==> src/rtl/systolic_array_sequencer_pkg.sv <==
// Shared types for the systolic array tile sequencer: the Scalar lane element,
// value width, and the sequencer state encoding.
`ifndef SYS_ARRAY_LEN
`define SYS_ARRAY_LEN 4
`endif

package systolic_array_sequencer_pkg;

  // Array side, shared with the systolic array itself.
  localparam int ARRAY_N = `SYS_ARRAY_LEN;

  // Width of one operand value carried on a lane.
  localparam int VALUE_W = 16;

  typedef logic [VALUE_W-1:0] value_t;

  // One lane element: the array only consumes value when valid is set.
  typedef struct packed {
    logic   valid;
    value_t value;
  } scalar_t;

  localparam scalar_t SCALAR_ZERO = '0;

  typedef enum logic [2:0] {
    IDLE  = 3'd0,
    CLEAR = 3'd1,
    FEED  = 3'd2,
    DRAIN = 3'd3,
    DONE  = 3'd4
  } seq_state_e;

  // Build a valid lane element from a raw operand.
  function automatic scalar_t make_scalar(input value_t v);
    scalar_t s;
    s.valid = 1'b1;
    s.value = v;
    return s;
  endfunction

endpackage

==> src/rtl/systolic_array_sequencer_skew.sv <==
// Fixed-depth Scalar delay line used to skew one array lane.
// DEPTH=0 is a plain wire; otherwise DEPTH register stages cleared on rst.
module skew_delay_line
  import systolic_array_sequencer_pkg::*;
#(
  parameter int DEPTH = 0
) (
  input  logic    clk,
  input  logic    rst,
  input  scalar_t din,
  output scalar_t dout
);

  if (DEPTH == 0) begin : g_wire
    // Clock and reset have no load on a zero-depth lane.
    logic unused_ctrl;
    assign unused_ctrl = clk ^ rst;
    assign dout = din;
  end else begin : g_shift
    scalar_t stage [DEPTH];

    // Shift one element per cycle; stage 0 takes the lane input.
    always_ff @(posedge clk) begin
      if (rst) begin
        for (int i = 0; i < DEPTH; i++) begin
          stage[i] <= SCALAR_ZERO;
        end
      end else begin
        stage[0] <= din;
        for (int i = 1; i < DEPTH; i++) begin
          stage[i] <= stage[i-1];
        end
      end
    end

    assign dout = stage[DEPTH-1];
  end

endmodule

==> src/rtl/systolic_array_sequencer.sv <==
// Tile controller for the NxN systolic MAC array.
// Takes one job (start + k_len), optionally clears the accumulators, streams
// k_len (A column, B row) slices into the array with per-lane skew, waits for
// the array to drain, then pulses done.
//
// Slice handshake: a slice is transferred on a rising edge where slice_valid
// and slice_ready are both high. slice_ready is high only in FEED and does not
// depend on slice_valid; slice_valid outside FEED is never consumed.
module systolic_array_sequencer
  import systolic_array_sequencer_pkg::*;
#(
  parameter int N     = `SYS_ARRAY_LEN,
  parameter int K_MAX = 256,
  parameter int K_W   = $clog2(K_MAX + 1)
) (
  input  logic              clk,
  input  logic              rst,
  input  logic              start,
  input  logic [K_W-1:0]    k_len,
  input  logic              accumulate,
  output logic              busy,
  input  logic              slice_valid,
  output logic              slice_ready,
  input  value_t [N-1:0]    slice_a,
  input  value_t [N-1:0]    slice_b,
  output logic              arr_clear,
  output scalar_t [N-1:0]   arr_row,
  output scalar_t [N-1:0]   arr_column,
  input  logic              arr_ready,
  output logic              done,
  output seq_state_e        state
);

  // Drain must outlast the skew flush plus the array's registered ready flag.
  localparam int                 DRAIN_W   = $clog2(N + 3);
  localparam logic [DRAIN_W-1:0] DRAIN_MIN = DRAIN_W'(N + 2);
  localparam logic [DRAIN_W-1:0] DRAIN_ONE = DRAIN_W'(1);
  localparam logic [K_W-1:0]     K_MAX_V   = K_W'(K_MAX);
  localparam logic [K_W-1:0]     K_ONE     = K_W'(1);

  seq_state_e         state_q;
  seq_state_e         state_d;
  logic [K_W-1:0]     k_len_q;
  logic [K_W-1:0]     k_cnt_q;
  logic [DRAIN_W-1:0] drain_cnt_q;
  logic [K_W-1:0]     k_eff;
  logic               accept;
  logic               last_accept;

  scalar_t [N-1:0]    row_in_q;
  scalar_t [N-1:0]    col_in_q;

  // Oversized jobs are clamped to the largest supported tile depth.
  assign k_eff = (k_len > K_MAX_V) ? K_MAX_V : k_len;

  assign accept      = slice_valid && slice_ready;
  assign last_accept = accept && ((k_cnt_q + K_ONE) == k_len_q);

  // Moore outputs decoded from the state register.
  assign busy        = (state_q != IDLE);
  assign slice_ready = (state_q == FEED);
  assign arr_clear   = (state_q == CLEAR);
  assign done        = (state_q == DONE);
  assign state       = state_q;

  // Next-state logic for the job sequence IDLE-CLEAR-FEED-DRAIN-DONE.
  always_comb begin
    state_d = state_q;
    unique case (state_q)
      IDLE: begin
        if (start) begin
          if (!accumulate)        state_d = CLEAR;
          else if (k_eff == '0)   state_d = DRAIN;
          else                    state_d = FEED;
        end
      end
      CLEAR: begin
        state_d = (k_len_q == '0) ? DRAIN : FEED;
      end
      FEED: begin
        if (last_accept) state_d = DRAIN;
      end
      DRAIN: begin
        if ((drain_cnt_q >= DRAIN_MIN) && arr_ready) state_d = DONE;
      end
      DONE: begin
        state_d = IDLE;
      end
      default: begin
        state_d = IDLE;
      end
    endcase
  end

  // State register, job capture and the slice / drain counters.
  always_ff @(posedge clk) begin
    if (rst) begin
      state_q     <= IDLE;
      k_len_q     <= '0;
      k_cnt_q     <= '0;
      drain_cnt_q <= '0;
    end else begin
      state_q <= state_d;

      if ((state_q == IDLE) && start) begin
        k_len_q <= k_eff;
      end

      if (state_q == IDLE) begin
        k_cnt_q <= '0;
      end else if (accept) begin
        k_cnt_q <= k_cnt_q + K_ONE;
      end

      // Saturates at the minimum drain length, so it can never wrap.
      if (state_q != DRAIN) begin
        drain_cnt_q <= '0;
      end else if (drain_cnt_q < DRAIN_MIN) begin
        drain_cnt_q <= drain_cnt_q + DRAIN_ONE;
      end
    end
  end

  // Lane input register: accepted slice data, otherwise an invalid bubble.
  always_ff @(posedge clk) begin
    if (rst) begin
      row_in_q <= '0;
      col_in_q <= '0;
    end else begin
      for (int i = 0; i < N; i++) begin
        row_in_q[i] <= accept ? make_scalar(slice_a[i]) : SCALAR_ZERO;
        col_in_q[i] <= accept ? make_scalar(slice_b[i]) : SCALAR_ZERO;
      end
    end
  end

  // Lane i is delayed i further cycles so slice k meets itself at every PE.
  for (genvar i = 0; i < N; i++) begin : g_lane
    skew_delay_line #(.DEPTH(i)) u_row_skew (
      .clk  (clk),
      .rst  (rst),
      .din  (row_in_q[i]),
      .dout (arr_row[i])
    );

    skew_delay_line #(.DEPTH(i)) u_col_skew (
      .clk  (clk),
      .rst  (rst),
      .din  (col_in_q[i]),
      .dout (arr_column[i])
    );
  end

endmodule

==> config.mk <==
export PLATFORM = sky130hd
export DESIGN_NAME = systolic_array_sequencer
export DESIGN_NICKNAME = d
export VERILOG_FILES = /design/src/rtl/systolic_array_sequencer_pkg.sv /design/src/rtl/systolic_array_sequencer_skew.sv /design/src/rtl/systolic_array_sequencer.sv
export SDC_FILE = /design/constraint.sdc
export NUM_CORES = 1
export LEC_CHECK = 0
export BUFFER_PORTS_ARGS = -buffer_cell sky130_fd_sc_hd__buf_2
export CORE_MARGIN = 5
export CORE_UTILIZATION = 33
export CTS_CLUSTER_DIAMETER = 60
export CTS_CLUSTER_SIZE = 20
export DETAILED_ROUTE_END_ITERATION = 10
export SETUP_SLACK_MARGIN = 0.05
export SKIP_CTS_REPAIR_TIMING = 1
export SLEW_MARGIN = 40
export SYNTH_ARGS = -nofsm -noshare
export SYNTH_HDL_FRONTEND = slang
export SYNTH_SLANG_ARGS = --single-unit
==> constraint.sdc <==
create_clock -name clk -period 3 [get_ports clk]
set_input_delay 0.6 -clock clk [delete_from_list [all_inputs] [get_ports clk]]
set_output_delay 0.6 -clock clk [all_outputs]
set_load 0.02 [all_outputs]
; ---- Word-level counts from Yosys, hierarchy flattened
; Memory sizes are Yosys's and may differ from the RTL's.
; Index checks and enable logic that the tools add are counted.
[word_totals]
regBits = 160
mem_bits_rw = 204
in_bits = 143
out_inout_bits = 143
wordCells = 98
mem_count = 6
[mem_list]
columns = memory, words, width, rd, rd_clocked_by_memory_dff, write_ports, line
row1 = g_lane[3].u_col_skew.g_shift.stage, 3, 17, 3, 0, 3, systolic_array_sequencer_skew.sv:20  ; scalar_t stage [DEPTH];
row2 = g_lane[3].u_row_skew.g_shift.stage, 3, 17, 3, 0, 3, systolic_array_sequencer_skew.sv:20
row3 = g_lane[2].u_col_skew.g_shift.stage, 2, 17, 2, 0, 2, systolic_array_sequencer_skew.sv:20
row4 = g_lane[2].u_row_skew.g_shift.stage, 2, 17, 2, 0, 2, systolic_array_sequencer_skew.sv:20
row5 = g_lane[1].u_col_skew.g_shift.stage, 1, 17, 1, 0, 1, systolic_array_sequencer_skew.sv:20
row6 = g_lane[1].u_row_skew.g_shift.stage, 1, 17, 1, 0, 1, systolic_array_sequencer_skew.sv:20
[op_classes]
addsub = 2
magnitude_cmp = 3
n_eq_ne = 9
muxes = 33
bitwise_logic = 11
reduce_logical = 14
[op_table]
columns = cell, n
row1 = 17-bit 2-to-1 mux, 20
row2 = 17-bit OR reduction, 2
row3 = 9-bit zero test, 2
row4 = 3-bit one-hot mux with 4 select lines, 1
row5 = 1-bit OR, 10
row6 = "9-bit by 1-bit adder with 9-bit output, second input constant", 1
row7 = 9-bit == test, 1
row8 = "9-bit greater-than comparator, second input constant", 1
row9 = 3-bit 2-to-1 mux, 3
row10 = 9-bit 2-to-1 mux, 1
row11 = 1-bit 2-to-1 mux, 7
row12 = "3-bit by 2-bit == test with 1-bit output, second input constant", 2
row13 = 2-bit OR reduction, 3
row14 = 1-bit logical AND, 4
row15 = "2-bit inequality test, second input constant", 2
row16 = "3-bit by 1-bit adder with 3-bit output, second input constant", 1
row17 = "3-bit by 1-bit == test with 1-bit output, second input constant", 1
row18 = "3-bit == test, second input constant", 1
row19 = "3-bit >= comparator, second input constant", 1
row20 = 3-bit zero test, 1
row21 = "3-bit less-than comparator, second input constant", 1
row22 = "3-bit by 2-bit inequality test with 1-bit output, second input constant", 1
row23 = 3-bit AND reduction, 1
row24 = 3-bit nonzero test, 1
row25 = other kinds (3), 3

; ---- Longest topological paths before layout
; Gate-level depths: netlist (run 1).
[logic_depth]
word_depth = 7
ltp_mapped = 7
ltp_nobuf = 6

; ---- Modules after synthesis
; Synthesis (run 1) repeated with hierarchy kept, for this count alone.
[unflattened]
hier_cells = 972
area_unflattened_um2 = 11185.7
[by_module_without_submodules]
columns = module, instances, cells_each, area_each_um2, seq_area_each_um2
row1 = systolic_array_sequencer, 1, 444, 4864.7, 3062.9
row2 = skew_delay_line at g_lane[3].u_col_skew ..., 2, 124, 1492.7, 1021.0
row3 = skew_delay_line at g_lane[2].u_col_skew ..., 2, 88, 1064.8, 680.7
row4 = skew_delay_line at g_lane[1].u_col_skew ..., 2, 35, 475.5, 340.3
row5 = skew_delay_line at g_lane[0].u_col_skew ..., 2, 17, 127.6, 0.0

; ---- Worst setup path before layout (run 1)
; Ideal clock, no wire load.
[synth_timing]
path_kind = register to register
start = register k_cnt_q[0]
end = register state_q[0], in the netlist state[0]
setup_ps = 70
arrival_time_ps = 1789
required_ps = 2930
setup_slack_ps = 1141
path_stages_with_launch = 7
n_path_buf = 0
period_less_slack_ps = 1859
cell_sequence = dfxtp_1 -> ha_1 -> nand3_1 -> or4b_2 -> a21boi_0 -> o2111ai_1 -> a21oi_1
[synth_via]
elab_chain_len = 5
[synth_rtl]
columns = item, line
row1 = "start, declared", systolic_array_sequencer.sv:44  ; logic [K_W-1:0] k_cnt_q;
row2 = "start signal, assigned", systolic_array_sequencer.sv:112  ; k_cnt_q <= k_cnt_q + K_ONE;
row3 = 9-bit by 1-bit adder with 9-bit output, systolic_array_sequencer.sv:57  ; assign last_accept = accept && ((k_cnt_q + K_ONE) == k_len_q);
row4 = 9-bit == test, systolic_array_sequencer.sv:57
row5 = 1-bit logical AND, systolic_array_sequencer.sv:57
row6 = 2-bit by 1-bit inequality test with 1-bit output (no source line), n/a
row7 = 3-bit AND reduction (no source line), n/a
row8 = "end signal, assigned", systolic_array_sequencer.sv:103  ; state_q <= state_d;
row9 = "end, declared", systolic_array_sequencer.sv:41  ; seq_state_e state_q;
; No other way between the ends.
; A chain may end at the register's enable or synchronous reset.

; ---- Worst setup path in the final report (run 1)
[layout_timing]
start = register state_q[1], in the netlist state[1]
end = output port slice_ready
[layout_via]
elab_chain_len = 1
[layout_rtl]
columns = item, line
row1 = 3-bit by 2-bit == test with 1-bit output, systolic_array_sequencer.sv:61  ; assign slice_ready = (state_q == FEED);
row2 = "end, declared", systolic_array_sequencer.sv:23  ; output logic slice_ready,
; No other way between the ends.

==> results of run 1 <==
[layout make-up]
class / count / area [um2]
well taps: 402 / 503
clock buffers: 30 / 751
repair buffers: 291 / 1490
clock inverters: 24 / 317
inverters: 2 / 7.51
fillers: 3139 / 18900
multi-input cells: 455 / 2830
diodes: 1 / 2.50
flip-flops and latches: 348 / 6970
[worst max-delay path: cells and delay by family, from the launching register on]
family                 cells  cell delay [ps]
DFF                        1              500
buffers and inverters      2              320
and+or+nand+nor            1              200
[flip-flops by register name, summed over array words and instances (netlist names)]
signal,cells
row_in_q,65
g_lane.u_col_skew.g_shift.stage,98
state,3
g_lane.u_row_skew.g_shift.stage,97
k_len_q,9
k_cnt_q,9
drain_cnt_q,3
col_in_q,64
[cells in the final DEF (no fill, tap or decap), drive strengths merged, types with 3 or more instances in the layout]
master and count:
a21oi 14, and2 131, and3 3, buf 291, clkbuf 30, clkinv 10, dfxtp 348, inv 13
nand2 13, nand3 8, nand4 4, nor2 32, nor2b 195, nor3 4, nor3b 9, nor4 3
or4b 3, xnor2 13, xor2 6
[logic make-up (layout without fill, tap and decap cells)]
logic type	Yosys count	count (layout)	synth area share, %
compound gates	23	23	1.38
xor+xnor	19	19	1.56
fa+ha+maj	2	2	0.235
buf+inv	135	347	8.04
flops	348	348	65.5
mux	1	1	0.0941
other cells	0	1	0
simple gates	410	410	23.2
[power by group]
part	internal [mW]	switching (mW)	leakage [nW]
Combinational	0.160	0.190	2.46
Sequential	4.69	0.0298	2.81
Clock	2.14	1.94	0.523
Total	6.99	2.16	5.80
[how the worst max path moves through the flow]
stage / depth (start not counted) / end / start
global route: 5 / row_in_q[13] / state[1]
finish: 3 / slice_ready / state[1]
detailed placement: 5 / row_in_q[35] / slice_valid
global placement: 5 / row_in_q[49] / slice_valid
CTS: 3 / slice_ready / state[1]
floorplan: 6 / state[0] / k_cnt_q[0]
[per-stage QoR]
stage,worst slack (ps),utilization [%],cells
after global routing,676,40.6,1552
final,822,40.6,1553
after global placement,837,37.2,1498
after floorplan,1140,-,938
after CTS,791,40.5,1552
after detailed placement,787,37.2,1498
[routing by layer]
metal / GRT usage [%] / vias to the layer above / part of all wire (%)
met5: 0 / - / 0.13
met4: 3.62 / 4 / 3.3
met3: 4.06 / 46 / 9.0
met2: 17.4 / 199 / 46
met1: 13.5 / 2720 / 42
li1: - / 3186 / -
==> summary.txt, run 1 <==
Placed instance area - 0.0118 mm2
Via count - 6155
CP Class - register to output pin
Setup-failing EPs final - 0
Status - complete, no violations
Mapped Nets - 1083
Post-Syn Instances - 938
Vias in the first global route - 6018
R2r startpoint - state[1]
Final hold vios - 0
Post-route cell area - 0.0129 mm2
MaxCap Viol Count - 0
Pwr Total - 9.14 mW
Asr flop ratio synth - 0%
R2r endpoint - row_in_q[8]
Nets - 1273
Post-Syn Area per Cell - 11.3 um2
Skew final - 18.3 ps
Dominant synthesized flop cell - dfxtp_1
Htree depth - 1
Total Wirelength - 20100 um
Routed wire length per instance - 13.0 um
Initial antenna violation count - 3
Row count - 65
Starting DRC count in detailed routing - 176
Leak pwr - 5.80 nW
Worst Hold Launch - slice_a[12]
Initial core utilization - 33.6%
Req. time, crit path - 2400 ps
Synthesized area - 0.0106 mm2
Gr ovfl total - 0
Worst slew pin tran - 743 ps
Worst IR drop on VDD - 0.000489 V
Critical path cell sequence - inv_2 -> nor3_1 -> buf_2
CP max-delay cell - dfxtp_1
Sequential share of the synthesized area - 65.5%
Num CTS Buffers - 30
First-pass GRT wire length - 32100 um
GRT Total Usage - 10.8%
DRC - 0
Yosys top cell area share - 65.5%
CTS tree - built
CP Launch Type - register
CP arrival - 1580 ps
Commonest cells post-synth - dfxtp_1, nor2b_1, and2_1, buf_4, nor2_1
Core footprint - 0.0317 mm2
RSZ-0062 raised after global routing - false
Die Span Y - 190 um
Synth warn - 0
Power density over cell area - 711 mW/mm2
Tcrit/Tclk final - 72.6%
Seq cells post-synth - 348
Number of synthesized flops with an enable pin - 0
WHS Path Cells - 2
Synth cell types - 39
Period minus WS final - 2180 ps
CTS root buf - clkbuf_16
Most frequent cell after synthesis - dfxtp_1
Final HPWL DP - 14200 um
Final Wtd Congestion - 0.762
Clock latency on the worst-skew pair - 580 ps
DIE WIDTH - 190 um
Yosys top cell by area - dfxtp_1
Clock slew at reported path FFs - 80 ps
Hold Path End - row_in_q[12]
Layout cell share with drive strength beyond 1 - 30.7%
Vias per cell - 3.96
Crit path capture type - output pin
FF-to-FF setup slack - 840 ps
Maximum clock path buffer count - 3
Fmax - 459 MHz
Setup TNS - 0 ps
DIE AREA - 0.0359 mm2
Drt first pass iters - 4
Worst Hold Slack - 216 ps
Critical-path maximum fanout - 8
Port buffer count - 285
Synth area leaders - dfxtp_1, nor2b_1, and2_1
Largest net degree at the start of global routing - 79
Hold Path Class - input port to register
Area Growth Syn to Fin - 20.9%
Slowest stage delay, CP - 500 ps
Antenna viol nets, final - 0
Clk sinks - 348
Slew headroom - 50.4%
Worst reg-to-reg path cell count - 5
Top Ports - 286
Fin. max-slew vios - 0
Power figures use the tool's default switching activity.
==> run 2, diff against run 1 <==
==> constraint.sdc (replaced) <==
create_clock -name clk -period 2.05 [get_ports clk]
set_input_delay 0.41 -clock clk [delete_from_list [all_inputs] [get_ports clk]]
set_output_delay 0.41 -clock clk [all_outputs]
set_load 0.02 [all_outputs]
==> run 2 against run 1 <==
Against the previous run: combinational power increased by 57%; die area unchanged; utilization increased by 0.31 points; register-to-register slack got worse by 680 ps; worst hold slack got worse by 170 ps; final cell count increased by 0.84%; largest cell class unchanged; critical path depth increased by 1; first-iteration DRC count decreased by 35%; clock skew decreased by 1.4 ps; design area increased by 0.76%; total power increased by 44%; clock power increased by 40%.
==> summary.txt, run 2 (synthesis gave the netlist of run 1 again) <==
Placed instance area - 0.0119 mm2 (+1.1%)
Combinational Power Share - 4.2% (+0.4 points)
Total Wirelength - 20400 um (+1.1%)
Most common cell after layout, fill and taps aside - dfxtp_1
Clock slew at reported path FFs - 80 ps (about the same)
Row count - 65 (unchanged)
CP delay by family, top - buffers and inverters
Fill count - 3103 (-1.1%)
MaxCap Viol Count - 0 (unchanged)
Pwr Total - 13.2 mW (+44%)
CTS root buf - clkbuf_16
CP max-delay cell - dfxtp_1
Routed wire length per instance - 13.0 um (+0.24%)
Reg power frac - 52.5% (+0.9 points)
Worst IR drop on VDD - 0.000604 V (+23%)
Fmax - 525 MHz
RSZ-0062 raised after global routing - false
Net Sw Power - 3.05 mW (+41%)
Worst Hold Slack - 45.9 ps (-170 ps)
Die Span Y - 190 um (unchanged)
Hold Path Class - input port to register
WP buf/inv - 2 (unchanged)
Antenna viol nets, final - 0 (unchanged)
Maximum clock path buffer count - 3 (unchanged)
Regs by FF count - g_lane.u_col_skew.g_shift.stage (98), g_lane.u_row_skew.g_shift.stage (97), row_in_q (65)
Cell Int Power - 10.1 mW (+45%)
Final HPWL DP - 14600 um (+3.1%)
Max reg flops - 98 (unchanged)
Clock latency on the worst-skew pair - 550 ps (-30 ps)
Vias in the first global route - 6119 (+1.7%)
Layout cell share with drive strength beyond 1 - 31.5% (+0.77 points)
Leak pwr - 5.83 nW (+0.64%)
Port buffer count - 285 (unchanged)
Period minus WS final - 1900 ps
Switching Share - 23.2% (-0.42 points)
Drt first pass iters - 4 (unchanged)
Critical path cell sequence - buf_4 -> nor2_2 -> and2_1 -> buf_2
DIE AREA - 0.0359 mm2 (unchanged)
Top Ports - 286 (unchanged)
Power density over cell area - 1010 mW/mm2 (+43%)
Largest net degree at the start of global routing - 80 (+1.3%)
DRC - 0 (unchanged)
Status - complete, no violations
Vias per cell - 3.97 (+0.15%)
Reg with most FFs - g_lane.u_col_skew.g_shift.stage
Worst setup margin - 146 ps (-675 ps)
Final cell count without fillers - 1566 (+0.84%)
Num CTS Buffers - 29 (-3.3%)
Final hold vios - 0 (unchanged)
Setup TNS - 0 ps (unchanged)
Starting DRC count in detailed routing - 115 (-35%)
Pre-CTS setup slack - 117 ps (-670 ps)
Slowest stage delay, CP - 320 ps (-180 ps)
Post-route cell area - 0.0130 mm2 (+0.76%)
CP Class - register to output pin
Nets - 1285 (+0.94%)
CP arrival - 1490 ps (-90 ps)
Crit path capture type - output pin
Clk sinks - 348 (unchanged)
Req. time, crit path - 1640 ps (-760 ps)
Setup-failing EPs final - 0 (unchanged)
Final Wtd Congestion - 0.760 (-0.31%)
Inst Count DP - 1511 (+0.87%)
Area Growth Syn to Fin - 21.8%
CTS tree - built
Clock group share of total power - 43.3% (-1.2 points)
Initial core utilization - 33.6% (unchanged)
Initial antenna violation count - 5 (+2)
Core Util, Final - 40.9% (+0.31 points)
First-pass GRT wire length - 32100 um (+0.13%)
Skew final - 16.9 ps (-1.43 ps)
Fin. max-slew vios - 0 (unchanged)
Via count - 6216 (+0.99%)
Htree depth - 1 (unchanged)
GRT Total Usage - 10.9% (+0.051 points)
Gr ovfl total - 0 (unchanged)
Core footprint - 0.0317 mm2 (unchanged)
Critical-path maximum fanout - 7 (-1)
Tcrit/Tclk final - 92.9%
CP Launch Type - register
Worst slew pin tran - 473 ps (-270 ps)
Slew headroom - 68.5% (+18 points)
Most frequent cells in the layout - dfxtp_1, buf_2, nor2b_1
DIE WIDTH - 190 um (unchanged)
run 2: cell types whose count changed in the layout (fill, tap and decap cells not counted), sizes merged:
cell	before	now
buf	291	304
bufinv	2	1
clkinvlp	1	3
clkbuf	30	36
inv	13	12
clkinv	10	4
run 2: final cells by class:
type	count	area [um2]	share of cell area, %
Antenna cell	1	2.50	0.0193
Clock buffer	36	772	5.96
Clock inverter	18	239	1.84
Inverter	2	7.51	0.0579
Multi-Input combinational cell	455	2850	21.9
Sequential cell	348	6970	53.8
Tap cell	402	503	3.88
Timing Repair Buffer	304	1630	12.5
run 2: final timing paths:
kind	to	depth (start not counted)	startpoint	slack [ps]
setup / recovery	done	4	state[1]	150
hold / removal	row_in_q[23]	2	slice_a[22]	50
setup reg to reg	state[0]	6	k_cnt_q[0]	160
hold reg to reg	g_lane[2].u_row_skew.g_shift.stage[0][18]	1	g_lane[2].u_row_skew.g_shift.stage[0][1]	430
run 2: power by group through the flow:
stage	Sequential [mW]	Combinational [mW]	Clock, mW
after floorplan	7.08	0.294	0
after global placement	7.06	0.553	0
after detailed placement	7.06	0.561	0
after CTS	6.90	0.563	5.96
after global routing	6.92	0.614	6.26
final	6.90	0.550	5.70
run 2: worst register-to-register path, cell delays in order (launching register included):
cell       delay (ps)
dfxtp_1           370
ha_4              170
nand3_1           110
or4b_2            650
a21boi_1          170
o2111ai_1         150
a21oi_1           190
run 2: routing by layer:
layer  part of all wire (%)  up-vias  GRT usage (%)
li1                       -     3213              -
met1                     40     2751           12.7
met2                     47      197           18.4
met3                    9.3       47           4.22
met4                    3.5        8           3.76
met5                   0.28        -              0
